`src/rtl/triple_pkg.sv`:
```
// Shared constants and reference function for the x3 scaling unit.
package triple_pkg;

  localparam int TRIPLE_WIDTH = 4;
  localparam int TRIPLE_OUT_W = TRIPLE_WIDTH + 2;

  function automatic int unsigned triple_ref(input int unsigned a);
    return a * 3;
  endfunction

endpackage

```
`src/rtl/add_rca.sv`:
```
// N-bit ripple-carry adder built from a chain of generated full-adder cells.
module add_rca
  import triple_pkg::*;
#(
  parameter int N = TRIPLE_WIDTH + 1
) (
  input  logic [N-1:0] x,
  input  logic [N-1:0] y,
  input  logic         cin,
  output logic [N-1:0] sum,
  output logic         cout
);

  logic [N:0] c;

  assign c[0] = cin;

  for (genvar i = 0; i < N; i++) begin : g_fa
    assign sum[i]   = x[i] ^ y[i] ^ c[i];
    assign c[i+1]   = (x[i] & y[i]) | (c[i] & (x[i] ^ y[i]));
  end

  assign cout = c[N];

endmodule

```
`src/rtl/triple.sv`:
```
// Registered multiply-by-three: result = (a<<1) + a, one cycle latency, with valid flag.
module triple
  import triple_pkg::*;
#(
  parameter  int WIDTH = TRIPLE_WIDTH,
  localparam int OUT_W = WIDTH + 2
) (
  input  logic             clk,
  input  logic             rst,
  input  logic             in_valid,
  input  logic [WIDTH-1:0] a,
  output logic             out_valid,
  output logic [OUT_W-1:0] result
);

  logic [WIDTH:0]   x_p0;
  logic [WIDTH:0]   y_p0;
  logic [WIDTH:0]   sum_p0;
  logic             cout_p0;
  logic [OUT_W-1:0] result_p1;
  logic             vld_p1;

  // Stage 0: the LSB of 2a is always zero, so a WIDTH+1 bit adder suffices and its carry is the MSB
  assign x_p0 = {a, 1'b0};
  assign y_p0 = {1'b0, a};

  add_rca #(
    .N(WIDTH + 1)
  ) u_add (
    .x   (x_p0),
    .y   (y_p0),
    .cin (1'b0),
    .sum (sum_p0),
    .cout(cout_p0)
  );

  // Stage 1: result only loads on valid input, so a don't-care operand never reaches it
  always_ff @(posedge clk) begin
    if (rst) begin
      vld_p1    <= 1'b0;
      result_p1 <= '0;
    end else begin
      vld_p1 <= in_valid;
      if (in_valid) begin
        result_p1 <= {cout_p0, sum_p0};
      end
    end
  end

  assign out_valid = vld_p1;
  assign result    = result_p1;

endmodule

```
`config.mk`:
```
export PLATFORM = sky130hd
export DESIGN_NAME = triple
export DESIGN_NICKNAME = d
export VERILOG_FILES = /design/src/rtl/triple_pkg.sv /design/src/rtl/add_rca.sv /design/src/rtl/triple.sv
export SDC_FILE = /design/constraint.sdc
export NUM_CORES = 1
export LEC_CHECK = 0
export CAP_MARGIN = 40
export CORE_AREA = 3 3 40 42
export DETAILED_ROUTE_END_ITERATION = 8
export DIE_AREA = 0 0 43 45
export SETUP_SLACK_MARGIN = 0.02
export SYNTH_ARGS = -nofsm -noshare
export SYNTH_HDL_FRONTEND = slang
export SYNTH_HIERARCHICAL = 1
export SYNTH_SLANG_ARGS = --single-unit
```
`constraint.sdc`:
```
create_clock -name clk -period 5.4 [get_ports clk]
set_input_delay 1.35 -clock clk [delete_from_list [all_inputs] [get_ports clk]]
set_output_delay 1.35 -clock clk [all_outputs]
set_load 0.02 [all_outputs]
```
**Yosys cells after proc, flatten, opt, wreduce, memory -nomap -nowiden**

Index checks and enable logic that the tools add are counted.

- Register bits: 7
- Input port bits: 7
- Logic and storage cells: 16

- Bitwise gates (word level): 14

Operators by type and width:

| operator | count |
|---|---|
| $and 1x1->1 | 6 |
| $xor 1x1->1 | 6 |
| $or 1x1->1 | 2 |

**Logic depth before layout (Yosys ltp)**

- Depth after elaboration: 6
- Depth in mapped cells: 11
- Gate-level depth less buffers: 11

**Cells and area by module**

Netlist, hierarchy kept.

Modules (own cells, without submodules):

| module | times used | cells each | area an instance (µm²) | seq. area each (µm²) |
|---|---|---|---|---|
| triple | 1 | 22 | 244.0 | 140.1 |
| add_rca | 1 | 15 | 137.6 | 0.0 |

**Least setup slack after synthesis**

Ideal clock, no wire load.

- Kind: input port to flip-flop
- Start: input a[1]
- End: register result_p1[4], in the netlist result[4]
- Setup time: 0.064 ns
- Arrival time: 2.974 ns
- Path slack: 2.361 ns
- Cell stages on the path: 10
- Path buffers: 0
- Cell sequence: inv_1 fa_1 inv_1 fa_1 fa_1 inv_1 fa_1 inv_1 mux2i_1 nor2_1

- Longest elaborated chain between the ends: 6
- Elaborated cells between the ends (all ways): 8
- Classes of those cells: bitwise: 8

Ends and longest elaborated chain:

| what | line | source |
|---|---|---|
| from (decl) | triple.sv:11 | `input logic [WIDTH-1:0] a,` |
| $and 1x1->1 or $xor 1x1->1 (tied branches) | add_rca.sv:20 | `assign c[i+1] = (x[i] & y[i]) \| (c[i] & (x[i] ^ y[i]));` |
| $and 1x1->1 | add_rca.sv:20 |  |
| $or 1x1->1 (*) | add_rca.sv:20 |  |
| $and 1x1->1 (*) | add_rca.sv:20 |  |
| $or 1x1->1 (*) | add_rca.sv:20 |  |
| $xor 1x1->1 (*) | add_rca.sv:19 | `assign sum[i] = x[i] ^ y[i] ^ c[i];` |
| via sum_p0[4] | triple.sv:18 | `logic [WIDTH:0] sum_p0;` |
| to (signal assigned) | triple.sv:45 | `result_p1 <= {cout_p0, sum_p0};` |
| to (decl) | triple.sv:20 | `logic [OUT_W-1:0] result_p1;` |

The timed path passes the listed nets; every way through them passes the cells marked *.
A chain may end at the register's enable or synchronous reset.

**Worst setup path in the final report**

Ends and elaborated chain as after synthesis.

==> out/qor.csv <==
metric;value;unit
ys_warn_count;6;
peakVddDrop;0.0002112;V
fill_cells;143;
synth-adder-area-share;0.2623;
row_count;13;
syn_area_per_cell;10.31;um2
layout_setup_ws;2045;ps
avgViaCountPerCell;3.900;
async_flop_share;0;
rsz0062_at_grt;false;
power_density;262.2;mW/mm2
critPathTopFamily;adder cells;
cp_slowest_stage_delay;450;ps
die_area;0.001935;mm2
start_util;0.2970;
ys.flop_type;dfxtp_1;
antenna_found_initial;0;
post_cts_resized;0;
netlist_area;381.6;um2
dpl_worst_slack;1767;ps
io_buffers;13;
skew;0;ps
cp.required;5580;ps
yosys_register_bits;7;
synth_top_family_by_area;adder cells;
setup_tns;0;ps
synth_compound_gate_area_share;0;
hp-class;flop to flop;
die_h;45;um
cts_tree;built;
p_leak;0.2591;nW
yosysMostFrequentCell;inv_1;
finalCriticalPeriod;3355;ps
cts_root_buffer;clkbuf_4;
min_period_over_period;0.6212;
area_growth_syn_to_layout;44.92;%
synth-xor-area-share;0;
finalSetupViolations;0;
crit_fanout;2;
antenna_cells;0;
cp-end-kind;flop;
clockBufferDepth;2;
wire_per_inst;9.000;um
gp_congestion;0.6619;
max_freq;298.1;MHz
crit_path_top_delay_cell;clkdlybuf4s50_1;
ioPinCount;14;
coreArea;0.001285;mm2
grt.total_usage;0.07744;
drt_iter0_drc;0;
grt_pass1_wl;1035;um
vias;273;
dpl.hpwl;510.1;um
arrival;3540;ps
finish.utilization;0.4304;
path_class;input pin to flop;
seq_area_frac_synth;0.3672;
ys_top_cells_by_area;dfxtp_1 37%, fa_1 26%, mux2i_1 16%;
grt_pass1_vias;244;
ant_nets;0;
synth_edf_count;0;
postCtsHoldBufs;0;
synth_common_cells;10 x inv_1, 7 x dfxtp_1, 6 x mux2i_1, 6 x nor2_1, 5 x fa_1;
finalPower;0.1450;mW
die_w;43;um
synth.top_cell.area_share;0.3672;
grt_max_degree;8;
synthSimpleGateAreaFrac;0.07541;
drcViolationCount;0;
status;complete, no violations;
syn_inst;37;
first_pass_iters;1;
critPathBufInv;5;
drv_slew;0;
cts_sinks;7;
synth_mux_area_frac;0.1574;
layout.nets;68;
final_layout_size_suffix_gt1_frac;0.05455;
cts.htree.levels;1;
finalHoldViolCount;0;
maxCapViolCount;0;
critPathLaunchType;input pin;
grt_overflow;0;
cts_buffers;3;
insertion_delay;240;ps
path_cells;clkdlybuf4s50_1 -> inv_1 -> fa_1 -> inv_1 -> fa_1 -> fa_1 -> inv_1 -> fa_1 -> inv_1 -> mux2i_1 -> nor2_1;
clk_pin_slew;50;ps
synth_largest_area_cell;dfxtp_1;
routed_wl;630;um
synth_cell_types;8;
post-cts-setup-buffer-count;0;
==> worst register-to-register path: cells and delay by family (launching register included) <==
| kind | cells | cell delay, ps |
|---|---|---|
| muxes | 1 | 130 |
| and+or+nand+nor | 1 | 50 |
| DFF | 1 | 300 |
==> report_power, final <==
group          total (mW)  leakage [nW]  internal (mW)  switching (mW)
Clock              0.0461        0.0150         0.0281          0.0180
Combinational      0.0402         0.186         0.0206          0.0196
Sequential         0.0587        0.0579         0.0567         0.00204
==> cell families after synthesis <==
| logic type | Yosys count |
|---|---|
| buffers and inverters | 11 |
| other | 1 |
| adder cells (fa/ha/maj) | 5 |
| multiplexers | 6 |
| flip-flops | 7 |
| AND/OR/NAND/NOR | 7 |
==> per-stage QoR <==
stage	area (um2)	std cells	hold WS [ps]
after detailed placement	526.8	66	482.6
final	553.0	70	487.8
after floorplan	389.1	39	578.8
after CTS	553.0	70	494.9
after global placement	526.8	66	475.7
after global routing	553.0	70	517.4
==> worst paths after layout <==
path | slack, ps | endpoint | start | cells past startpoint
setup / recovery | 2050 | result[4]$_SDFFE_PP0P_ | a[1] | 11
hold / removal | 490 | result[0]$_SDFFE_PP0P_ | result[0]$_SDFFE_PP0P_ | 2
setup reg to reg | 4800 | result[1]$_SDFFE_PP0P_ | result[1]$_SDFFE_PP0P_ | 2
hold reg to reg | 490 | result[0]$_SDFFE_PP0P_ | result[0]$_SDFFE_PP0P_ | 2
==> flip-flops by register name, summed over array words and instances, names as in the netlist <==
signal,flops
result,6
out_valid,1
==> final cells by class <==
class | count | area, um2 | area share
clock buffer | 4 | 26.28 | 0.04751
inverter | 10 | 37.54 | 0.06787
timing repair buffer | 13 | 130.1 | 0.2353
multi-input combinational | 21 | 200.2 | 0.3620
sequential | 7 | 140.1 | 0.2534
tap | 15 | 18.77 | 0.03394
==> placed cells by master, fill, tap and decap left out, drive strengths merged <==
cell type | synthesis | layout
nor2 | 6 | 6
dfxtp | 7 | 7
mux2i | 6 | 6
conb | 1 | 3
clkbuf | 0 | 4
clkdlybuf4s50 | 0 | 13
nor2b | 1 | 1
fa | 5 | 5
inv | 10 | 10
==> per-layer routing <==
metal	GRT usage	wire length [um]
met5	0	0
met4	0	0
met3	0.07570	77
met2	0.1048	309
met1	0.09453	243
No activity file was read; power rests on OpenSTA's default activity.
